### src/rtl/disp_arbiter.sv
// disp_arbiter: 3-digit display source arbiter (live source A, held/blinking source-B messages); define DISP_ARB_GAP_EN for a blank gap after each message
module disp_arbiter #(
  parameter int HOLD_CYCLES = 24_000_000,
  parameter int BLINK_HALF = 3_000_000,
  parameter int GAP_CYCLES = 1_200_000
) (
  input  logic        clk,
  input  logic        reset,
  input  logic [11:0] a_hex,
  input  logic [2:0]  a_dp,
  input  logic [2:0]  a_en,
  input  logic        lz_blank,
  input  logic        b_valid,
  output logic        b_ready,
  input  logic [11:0] b_hex,
  input  logic [2:0]  b_dp,
  input  logic        b_blink,
  input  logic        b_cancel,
  output logic [3:0]  hex2,
  output logic [3:0]  hex1,
  output logic [3:0]  hex0,
  output logic [2:0]  dp_out,
  output logic [2:0]  en_out,
  output logic        owner
);
  localparam int MX = HOLD_CYCLES > BLINK_HALF ? (HOLD_CYCLES > GAP_CYCLES ? HOLD_CYCLES : GAP_CYCLES)
                                               : (BLINK_HALF > GAP_CYCLES ? BLINK_HALF : GAP_CYCLES);
  localparam int CW = $clog2(MX) + 1;
`ifdef DISP_ARB_GAP_EN
  typedef enum logic [1:0] {SHOW_A, SHOW_B, GAP} state_t;
  logic [CW-1:0] gap_cnt;
`else
  typedef enum logic [1:0] {SHOW_A, SHOW_B} state_t;
`endif
  state_t state;
  logic [CW-1:0] hold_cnt, blink_cnt;
  logic phase;
  logic [11:0] b_hex_q;
  logic [2:0] b_dp_q;
  logic b_blink_q;
  logic show_a, show_b, off;
  logic [2:0] lzmask, nx_dp, nx_en;
  logic [11:0] nx_hex;
  assign b_ready = (state == SHOW_A) & ~reset;
  always_comb begin
    show_a = state == SHOW_A;
    show_b = state == SHOW_B;
    off = b_blink_q & ~phase;
    lzmask = lz_blank ? {|a_hex[11:8], |a_hex[11:4], 1'b1} : 3'b111;
    nx_hex = show_a ? a_hex : show_b ? b_hex_q : 12'h000;
    nx_dp = show_a ? a_dp : (show_b & ~off) ? b_dp_q : 3'b000;
    nx_en = show_a ? (a_en & lzmask) : (show_b & ~off) ? 3'b111 : 3'b000;
  end
  always_ff @(posedge clk) begin
    if (reset) begin
      state <= SHOW_A;
      hold_cnt <= '0;
      blink_cnt <= '0;
      phase <= 1'b0;
      b_hex_q <= '0;
      b_dp_q <= '0;
      b_blink_q <= 1'b0;
      {hex2, hex1, hex0} <= '0;
      dp_out <= '0;
      en_out <= '0;
      owner <= 1'b0;
`ifdef DISP_ARB_GAP_EN
      gap_cnt <= '0;
`endif
    end else begin
      {hex2, hex1, hex0} <= nx_hex;
      dp_out <= nx_dp;
      en_out <= nx_en;
      owner <= ~show_a;
      case (state)
        SHOW_A: if (b_valid) begin
          state <= SHOW_B;
          hold_cnt <= CW'(HOLD_CYCLES - 1);
          blink_cnt <= CW'(BLINK_HALF - 1);
          phase <= 1'b1;
          b_hex_q <= b_hex;
          b_dp_q <= b_dp;
          b_blink_q <= b_blink;
        end
        SHOW_B: begin
          blink_cnt <= blink_cnt == '0 ? CW'(BLINK_HALF - 1) : blink_cnt - CW'(1);
          phase <= blink_cnt == '0 ? ~phase : phase;
          if (b_cancel || hold_cnt == '0) begin
`ifdef DISP_ARB_GAP_EN
            state <= GAP;
            gap_cnt <= CW'(GAP_CYCLES - 1);
`else
            state <= SHOW_A;
`endif
          end else hold_cnt <= hold_cnt - CW'(1);
        end
`ifdef DISP_ARB_GAP_EN
        GAP: if (gap_cnt == '0) state <= SHOW_A; else gap_cnt <= gap_cnt - CW'(1);
`endif
        default: state <= SHOW_A;
      endcase
    end
  end
endmodule

### config.mk
export PLATFORM = sky130hd
export DESIGN_NAME = disp_arbiter
export DESIGN_NICKNAME = d
export VERILOG_FILES = /design/src/rtl/disp_arbiter.sv
export SDC_FILE = /design/constraint.sdc
export NUM_CORES = 1
export LEC_CHECK = 0
export ABC_AREA = 0
export ABC_CLOCK_PERIOD_IN_PS = 4400
export BUFFER_PORTS_ARGS = -buffer_cell sky130_fd_sc_hd__buf_2
export CORE_MARGIN = 2
export CORE_UTILIZATION = 30
export DETAILED_ROUTE_END_ITERATION = 12
export PLACE_DENSITY = 0.48
export SLEW_MARGIN = 20
export SYNTH_ARGS = -nofsm -noshare
export SYNTH_HDL_FRONTEND = slang
export SYNTH_SLANG_ARGS = --single-unit
### constraint.sdc
create_clock -name clk -period 4.4 [get_ports clk]
set_input_delay 0.44 -clock clk [delete_from_list [all_inputs] [get_ports clk]]
set_output_delay 0.44 -clock clk [all_outputs]
set_load 0.02 [all_outputs]
==> results of run 1 <==
## critical path, cell delays in order, from the launching register on
cell and delay [ns]:
dfxtp_1 0.38, inv_1 0.06, ha_1 0.28, nor4b_1 0.18
nand4_1 0.31, nor2_2 0.12, a21oi_1 0.82, a31oi_1 0.16
## sequential cells by signal, indices dropped and copies added, names as in the netlist
register   flops
hex0           4
en_out         3
b_blink_q      1
b_hex_q       12
state          1
hex2           4
hex1           4
hold_cnt      26
dp_out         3
phase          1
owner          1
blink_cnt     26
b_dp_q         3
## kinds of logic after synthesis
| kind of cell | after synthesis | synth area share (%) |
|---|---|---|
| xor gates and xnor gates | 20 | 4.45 |
| DFF | 89 | 45.3 |
| buffers and inverters | 28 | 2.73 |
| and+or+nand+nor | 186 | 25.0 |
| muxes | 12 | 3.05 |
| adders and majority gates | 2 | 0.636 |
| AOI/OAI and AO/OA | 118 | 18.8 |
## layer usage
layer	share of wire (%)	GRT usage [%]	wire, microns	vias to the layer above
met1	47	18.8	4760	1721
met4	1.0	4.02	104	0
met3	3.3	3.14	339	8
li1	-	-	-	1785
met5	0	0	0	-
met2	49	24.8	4930	52
## metrics by stage
| step | worst slack [ns] | instances | power, W | utilization, % | hold slack (ns) |
|---|---|---|---|---|---|
| finish | 1.93 | 682 | 0.00200 | 36.8 | 0.336 |
| global route | 1.67 | 682 | 0.00210 | 36.8 | 0.333 |
| CTS | 1.91 | 682 | 0.00203 | 36.8 | 0.324 |
| detailed placement | 1.93 | 666 | 0.00125 | 34.4 | 0.448 |
| global placement | 1.97 | 666 | 0.00125 | 34.4 | 0.445 |
| floorplan | 2.25 | 455 | 0.00115 | - | 0.436 |
## cells in the final DEF, fill, tap and decap left out, types with 8 or more instances in the layout
master     synthesis  layout
dfxtp_1           89      89
buf_2              2      58
a21oi_1           50      50
nand2_1           49      49
nor2_1            38      38
nor3_1            20      20
a31oi_1           15      15
nand3_1           14      14
xnor2_1           12      12
mux2i_1           12      12
or4_1             10      10
nor4_1             9       9
or3_1              9       9
clkbuf_16          0       9
xor2_1             8       8
a211oi_1           8       8
## power by group
group / switching, W / internal [W] / total, W
sequential: 0.0000602 / 0.000869 / 0.000929
clock: 0.000326 / 0.000440 / 0.000766
combinational: 0.000185 / 0.000117 / 0.000302
total: 0.000571 / 0.00143 / 0.00200
## layout make-up
| cell class | instances | area share, % |
|---|---|---|
| Multi-Input combinational cell | 338 | 43.8 |
| Sequential cell | 89 | 38.1 |
| Timing Repair Buffer | 61 | 6.69 |
| Clock buffer | 9 | 4.82 |
| Tap cell | 172 | 4.60 |
| Clock inverter | 7 | 1.50 |
| Inverter | 6 | 0.482 |
## worst max path at each step
stage / start / to / slack, ns
floorplan: hold_cnt[21]$_SDFFE_PP0P_ / hold_cnt[5]$_SDFFE_PP0P_ / 2.25
global placement: state[0]$_SDFFE_PP0P_ / hold_cnt[7]$_SDFFE_PP0P_ / 1.97
detailed placement: state[0]$_SDFFE_PP0P_ / blink_cnt[8]$_SDFFE_PP0P_ / 1.93
CTS: state[0]$_SDFFE_PP0P_ / blink_cnt[8]$_SDFFE_PP0P_ / 1.91
global route: state[0]$_SDFFE_PP0P_ / blink_cnt[8]$_SDFFE_PP0P_ / 1.67
finish: blink_cnt[0]$_SDFFE_PP0P_ / blink_cnt[5]$_SDFFE_PP0P_ / 1.93
==> flow_summary.ini, run 1 <==
[status]
status = finished, final reports clean

[worst_setup_path]
arrival_ns = 2.64
critical_path_class = flip-flop to flip-flop
cp_max_fo = 9
rr_worst_depth = 7
startpoint_type = flip-flop
r2r_slack_ns = 1.93
worst-endpoint-required_ns = 4.57
crit_path_end_kind = flip-flop
r2r-start = blink_cnt[0]$_SDFFE_PP0P_
r2r-end = blink_cnt[5]$_SDFFE_PP0P_

[pwr]
powerDensity_nw_per_um2 = 427
power_leakage_nw = 1.78
ir_worst_vdd_mv = 0.184

[clock_network]
cts_max_path_buffers = 2
cts.hold.buffers_added = 0
post-cts-setup-buffers = 0
cts_buffers = 9
cts_tree = done
worstSkewPairLatency_ns = 0.34
cts_resized = 0
path_clk_slew_ns = 0.06
root_buffer = clkbuf_16
cts_max_level = 3
cts_sinks = 89

[worst_hold_path]
hold_class = input pin to flip-flop
min_to = b_hex_q[9]$_SDFFE_PP0P_
hold_depth = 3
hp-start = b_hex[9]

[sta]
hold_violations = 0
maxSlewHeadroom_pct = 28.5
drv_slew = 0
finClkSkew_ns = 0.00552
setup_viol = 0
fmax_mhz = 405
rsz0062_at_grt = false
period_share_pct = 56.1
period_needed_ns = 2.47
fin_setup_tns_ns = 0
worst_pin_slew_ns = 1.07

[synth]
synth-edff-count = 0
postSynthAreaPerCell_sq_um = 8.65
async_reset_ff_share_pct = 0
yosysMostFrequentCell = dfxtp_1
yosysTopAreaCell = dfxtp_1
yosysSeqAreaShare_pct = 45.3
synth_seq_cells = 89
synth.top_cells.by_count = 89 x dfxtp_1, 50 x a21oi_1, 49 x nand2_1, 38 x nor2_1, 20 x nor3_1
synth_top_area_share_pct = 45.3
ys_types = 53
synth_nets = 496
syn_area_sq_um = 3940
yosys_warnings = 0
synth_cells = 455
synth.area.top_cells = dfxtp_1 45%, a21oi_1 6.4%, nand2_1 4.7%, nor2_1 3.6%, mux2i_1 3.1%
ys.flop_type = dfxtp_1

[finish]
syn2layout_area_growth_pct = 18.8
seq_area_sq_um = 1780
fin_nets = 546
diodes = 0
drive_gt1_share_pct = 17.8
fillCellCount = 1394
design_area_sq_um = 4680
multi_input_area_sq_um = 2050

[global_routing]
antenna_found_initial = 0
grt_max_degree = 47
grt_pass1_wl_mm = 16.9
grt_pass1_vias = 3450
grt_overflow = 0
grtUsageTotal_pct = 14.7

[die]
initial_core_util_pct = 30.9
dieHeight_microns = 119
design.core.area_sq_um = 12700
dieWidth_microns = 119
rows = 41
io_pins = 59
die-area_sq_um = 14000

[route]
drcViolationCount = 0
firstDrtPassIters = 4
vias = 3566
avgRoutedWirePerCell_microns = 14.9
antenna_left = 0
routed_wl_mm = 10.1
vias_per_cell = 5.23
drt_iter0_markers = 158

[place]
dp_hpwl_mm = 7.13
gp_congestion = 0.792
portBuffers = 58
dpl-instance-area_sq_um = 4380

[run]
maxCapViolCount = 0
No activity file was read; power rests on OpenSTA's default activity.
==> run 2: changes to the inputs <==
--- a/config.mk
+++ b/config.mk
@@ -6,7 +6,7 @@
 export NUM_CORES = 1
 export LEC_CHECK = 0
 export ABC_AREA = 0
-export ABC_CLOCK_PERIOD_IN_PS = 4400
+export ABC_CLOCK_PERIOD_IN_PS = 2350
 export BUFFER_PORTS_ARGS = -buffer_cell sky130_fd_sc_hd__buf_2
 export CORE_MARGIN = 2
 export CORE_UTILIZATION = 30
==> constraint.sdc (replaced) <==
create_clock -name clk -period 2.35 [get_ports clk]
set_input_delay 0.235 -clock clk [delete_from_list [all_inputs] [get_ports clk]]
set_output_delay 0.235 -clock clk [all_outputs]
set_load 0.02 [all_outputs]
==> flow_summary.ini, run 2 (synthesis results as in run 1) <==
[run]
maxCapViolCount = 0

[clock_network]
cts_sinks = 89
worstSkewPairLatency_ns = 0.34
cts_tree = done
cts_max_path_buffers = 2
cts_max_level = 3
root_buffer = clkbuf_16
cts_buffers = 9
path_clk_slew_ns = 0.06
cts.hold.buffers_added = 0

[worst_hold_path]
hold_depth = 3
hold_class = input pin to flip-flop
hp-start = a_hex[2]
min_to = hex0[2]$_SDFF_PP0_

[finish]
syn2layout_area_growth_pct = 23.7
fillCellCount = 1357
final_cells = 703
diodes = 0
fin_nets = 568
mostFrequentLayoutCells = 89 x dfxtp_1, 58 x buf_2, 50 x a21oi_1
final_common_cell = dfxtp_1
drive_gt1_share_pct = 21.3
reg_top3 = blink_cnt (26), hold_cnt (26), b_hex_q (12)

[place]
dp.cells = 688
dp_hpwl_mm = 7.32
portBuffers = 58
gp_congestion = 0.796

[worst_setup_path]
rr_worst_depth = 6
startpoint_type = flip-flop
critical_path_class = flip-flop to flip-flop
cp_cell_sequence = or4_1, or4_4, o21a_2, buf_4, a41oi_1, a31oi_1
path_buf_inv = 1
r2r-end = blink_cnt[8]$_SDFFE_PP0P_
cp_max_fo = 7
cp_top_family = simple AND/OR/NAND/NOR gates
worst-endpoint-required_ns = 2.57
crit_slowest_cell = or4_1
r2r-start = blink_cnt[21]$_SDFFE_PP0P_
r2r_slack_ns = 0.12
cp_slowest_stage_delay_ns = 0.58
arrival_ns = 2.44
crit_path_end_kind = flip-flop

[sta]
drv_slew = 0
rsz0062_at_grt = false
fmax_mhz = 449
period_needed_ns = 2.23
maxSlewHeadroom_pct = 47.4
hold_violations = 0
fin_setup_tns_ns = 0
finClkSkew_ns = 0.00431
setup_viol = 0
worst_pin_slew_ns = 0.789
period_share_pct = 94.7

[pwr]
power_leakage_nw = 1.89
powerDensity_nw_per_um2 = 799
ir_worst_vdd_mv = 0.441

[die]
design.core.area_sq_um = 12700
io_pins = 59
die-area_sq_um = 14000
dieHeight_microns = 119
initial_core_util_pct = 30.9
rows = 41
dieWidth_microns = 119

[route]
vias = 3585
firstDrtPassIters = 4
drcViolationCount = 0
drt_iter0_markers = 204
avgRoutedWirePerCell_microns = 14.3
antenna_left = 0
vias_per_cell = 5.10
routed_wl_mm = 10.1

[global_routing]
grt_overflow = 0
grt_pass1_vias = 3460
antenna_found_initial = 0
grt_max_degree = 33
grtUsageTotal_pct = 14.9
grt_pass1_wl_mm = 17.1

[status]
status = finished, final reports clean
## run 2: layout make-up
class | count | area [sq um] | area share, %
clock buffers | 10 | 239 | 4.91
clock inverters | 5 | 80.1 | 1.65
inverters | 6 | 22.5 | 0.463
multi-input cells | 338 | 2050 | 42.1
flip-flops and latches | 89 | 1780 | 36.6
well taps | 172 | 215 | 4.42
repair buffers | 83 | 478 | 9.82
## run 2: what timing repair did
| item | 4_1_cts | 5_1_grt |
|---|---|---|
| setup endpoints to repair | 0 | 2 |
| setup buffers | 0 | 0 |
| resized for setup | 0 | 1 |
## run 2: power breakdown
group | leakage (nW) | switching (W) | internal, W
Clock | 0.151 | 0.000583 | 0.000952
Sequential | 0.735 | 0.000111 | 0.00163
Combinational | 1.00 | 0.000358 | 0.000259
## run 2: worst register-to-register path, cell delays in order, from the launching register on
cell and delay, ns:
dfxtp_1 0.34, or4_1 0.59, or4_4 0.47, o21a_2 0.28, buf_4 0.17, a41oi_1 0.21, a31oi_1 0.06
## run 2: through the flow
stage / utilization, % / worst slack (ns) / power, W / hold slack [ns] / instance area (sq um)
2_1_floorplan: - / 0.195 / 0.00216 / 0.346 / 3940
3_3_place_gp: 35.7 / 0.130 / 0.00238 / 0.444 / 4550
3_5_place_dp: 35.7 / 0.113 / 0.00239 / 0.447 / 4550
4_1_cts: 38.2 / 0.0948 / 0.00394 / 0.116 / 4860
5_1_grt: 38.2 / 0.0164 / 0.00409 / 0.132 / 4870
6_report: 38.2 / 0.125 / 0.00389 / 0.132 / 4870
## run 2: worst max path at each step
stage | end | slack (ns) | start | cells after the start
final | blink_cnt[8]$_SDFFE_PP0P_ | 0.12 | blink_cnt[21]$_SDFFE_PP0P_ | 6
after global routing | hold_cnt[5]$_SDFFE_PP0P_ | 0.02 | hold_cnt[21]$_SDFFE_PP0P_ | 5
after CTS | blink_cnt[8]$_SDFFE_PP0P_ | 0.09 | blink_cnt[21]$_SDFFE_PP0P_ | 6
after detailed placement | blink_cnt[8]$_SDFFE_PP0P_ | 0.11 | blink_cnt[16]$_SDFFE_PP0P_ | 6
after global placement | blink_cnt[8]$_SDFFE_PP0P_ | 0.13 | blink_cnt[21]$_SDFFE_PP0P_ | 6
after floorplan | hold_cnt[5]$_SDFFE_PP0P_ | 0.20 | hold_cnt[21]$_SDFFE_PP0P_ | 6
## run 2: metal layers
metal | track usage [%] | up-vias | share of wire (%)
met5 | 0 | - | 0
met3 | 3.38 | 11 | 2.9
met2 | 24.5 | 55 | 47
li1 | - | 1825 | -
met1 | 19.0 | 1694 | 48
met4 | 5.13 | 0 | 1.4
==> run 3: changes to the inputs <==
--- a/config.mk
+++ b/config.mk
@@ -9,10 +9,10 @@
 export ABC_CLOCK_PERIOD_IN_PS = 2350
 export BUFFER_PORTS_ARGS = -buffer_cell sky130_fd_sc_hd__buf_2
 export CORE_MARGIN = 2
-export CORE_UTILIZATION = 30
+export CORE_UTILIZATION = 45
 export DETAILED_ROUTE_END_ITERATION = 12
-export PLACE_DENSITY = 0.48
-export SLEW_MARGIN = 20
+export PLACE_DENSITY = 0.66
+export SLEW_MARGIN = 30
 export SYNTH_ARGS = -nofsm -noshare
 export SYNTH_HDL_FRONTEND = slang
 export SYNTH_SLANG_ARGS = --single-unit
==> constraint.sdc (replaced) <==
create_clock -name clk -period 2.35 [get_ports clk]
set_input_delay 0.705 -clock clk [delete_from_list [all_inputs] [get_ports clk]]
set_output_delay 0.705 -clock clk [all_outputs]
set_load 0.02 [all_outputs]
==> flow_summary.ini, run 3 (synthesis results as in run 1) <==
[status]
status = finished, final reports clean

[clock_network]
cts_buffers = 9
cts_resized = 0
path_clk_slew_ns = 0.09
post-cts-setup-buffers = 0
cts.hold.buffers_added = 0
cts_max_level = 3
root_buffer = clkbuf_8
worstSkewPairLatency_ns = 0.36
cts_max_path_buffers = 2
cts_tree = done
cts_sinks = 89

[die]
io_pins = 59
dieHeight_microns = 97.5
dieWidth_microns = 97.5
design.core.area_sq_um = 8590
initial_core_util_pct = 45.8
die-area_sq_um = 9510
rows = 34

[worst_hold_path]
hold_depth = 2
hold_class = flip-flop to flip-flop
hp-start = b_hex_q[11]$_SDFFE_PP0P_
min_to = b_hex_q[11]$_SDFFE_PP0P_

[route]
antenna_left = 0
vias_per_cell = 5.68
drt_iter0_markers = 156
drcViolationCount = 0
firstDrtPassIters = 4
routed_wl_mm = 9.29
vias = 3605
avgRoutedWirePerCell_microns = 14.6

[sta]
drv_slew = 0
setup_ws_ns = 0.130
hold_violations = 0
fin_setup_tns_ns = 0
period_needed_ns = 2.22
period_share_pct = 94.5
fmax_mhz = 450
rsz0062_at_grt = false
maxSlewHeadroom_pct = 50.9
finClkSkew_ns = 0.0114
setup_viol = 0
worst_pin_slew_ns = 0.737

[worst_setup_path]
r2r_slack_ns = 0.13
cp_max_fo = 9
critical_path_class = flip-flop to flip-flop
r2r-start = blink_cnt[20]$_SDFFE_PP0P_
rr_worst_depth = 5
crit_slowest_cell = or4_1
crit_path_end_kind = flip-flop
worst-endpoint-required_ns = 2.64
arrival_ns = 2.51
cp_cell_sequence = or4_1, or4_4, nor2_2, a21oi_1, a21oi_1
r2r-end = blink_cnt[3]$_SDFFE_PP0P_
cp_slowest_stage_delay_ns = 0.61
startpoint_type = flip-flop
worst_path_most_repeated_cell = a21oi_1

[global_routing]
grt_pass1_vias = 3476
grt_pass1_wl_mm = 15.7
grtUsageTotal_pct = 20.0
grt_max_degree = 33
antenna_found_initial = 0
grt_overflow = 0

[place]
gp_congestion = 0.801
place_ws_ns = 0.139
dp_hpwl_mm = 6.77
portBuffers = 58

[finish]
syn2layout_area_growth_pct = 17.7
fin_nets = 563
reg_top3 = blink_cnt (26), hold_cnt (26), b_hex_q (12)
mostFrequentLayoutCells = 89 x dfxtp_1, 58 x buf_2, 50 x a21oi_1
drive_gt1_share_pct = 20.3
final_common_cell = dfxtp_1
diodes = 0

[run]
maxCapViolCount = 0

[pwr]
ir_worst_vdd_mv = 0.305
power_leakage_nw = 1.81
powerDensity_nw_per_um2 = 734
==> run 3: how the worst max path moves through the flow <==
stage,startpoint,cells past startpoint,to,slack (ns)
after floorplan,b_cancel,5,hold_cnt[23]$_SDFFE_PP0P_,0.15
after global placement,b_cancel,6,hold_cnt[23]$_SDFFE_PP0P_,0.17
after detailed placement,b_cancel,6,hold_cnt[23]$_SDFFE_PP0P_,0.14
after CTS,blink_cnt[20]$_SDFFE_PP0P_,5,blink_cnt[5]$_SDFFE_PP0P_,0.13
after global routing,blink_cnt[20]$_SDFFE_PP0P_,5,blink_cnt[5]$_SDFFE_PP0P_,0.01
final,blink_cnt[20]$_SDFFE_PP0P_,5,blink_cnt[3]$_SDFFE_PP0P_,0.13
==> run 3: final cells by class <==
cell class / instances / area, sq um
Clock buffer: 11 / 141
Timing Repair Buffer: 78 / 440
Inverter: 6 / 22.5
Tap cell: 108 / 135
Multi-Input combinational cell: 338 / 2050
Fill cell: 838 / 3960
Clock inverter: 5 / 62.6
Sequential cell: 89 / 1780
==> run 3: where the power goes <==
group,switching [W],internal (W),leakage (nW)
logic,0.000346,0.000248,0.978
registers,0.000112,0.00162,0.735
clock network,0.000544,0.000526,0.0962
==> run 3: per-layer routing <==
layer / track usage (%) / part of all wire, % / up-vias
li1: - / - / 1814
met1: 25.0 / 44 / 1701
met2: 34.2 / 49 / 81
met3: 4.53 / 5.5 / 9
met4: 6.20 / 1.1 / 0
met5: 0 / 0 / -
==> run 3: stage by stage <==
step	total power [W]	util, %	area (sq um)	std cells	hold WS, ns
5_1_grt	0.00358	53.9	4630	635	0.491
3_5_place_dp	0.00236	51.5	4430	619	0.449
3_3_place_gp	0.00235	51.5	4430	619	0.443
4_1_cts	0.00344	53.9	4630	635	0.462
2_1_floorplan	0.00216	-	3940	455	0.436
6_report	0.00340	53.9	4630	635	0.459
==> run 3: critical path, delay by kind of cell, from the launching register on <==
kind,cells,cell delay [ns]
AOI/OAI and AO/OA,2,0.48
and+or+nand+nor,3,1.30
DFF,1,0.36
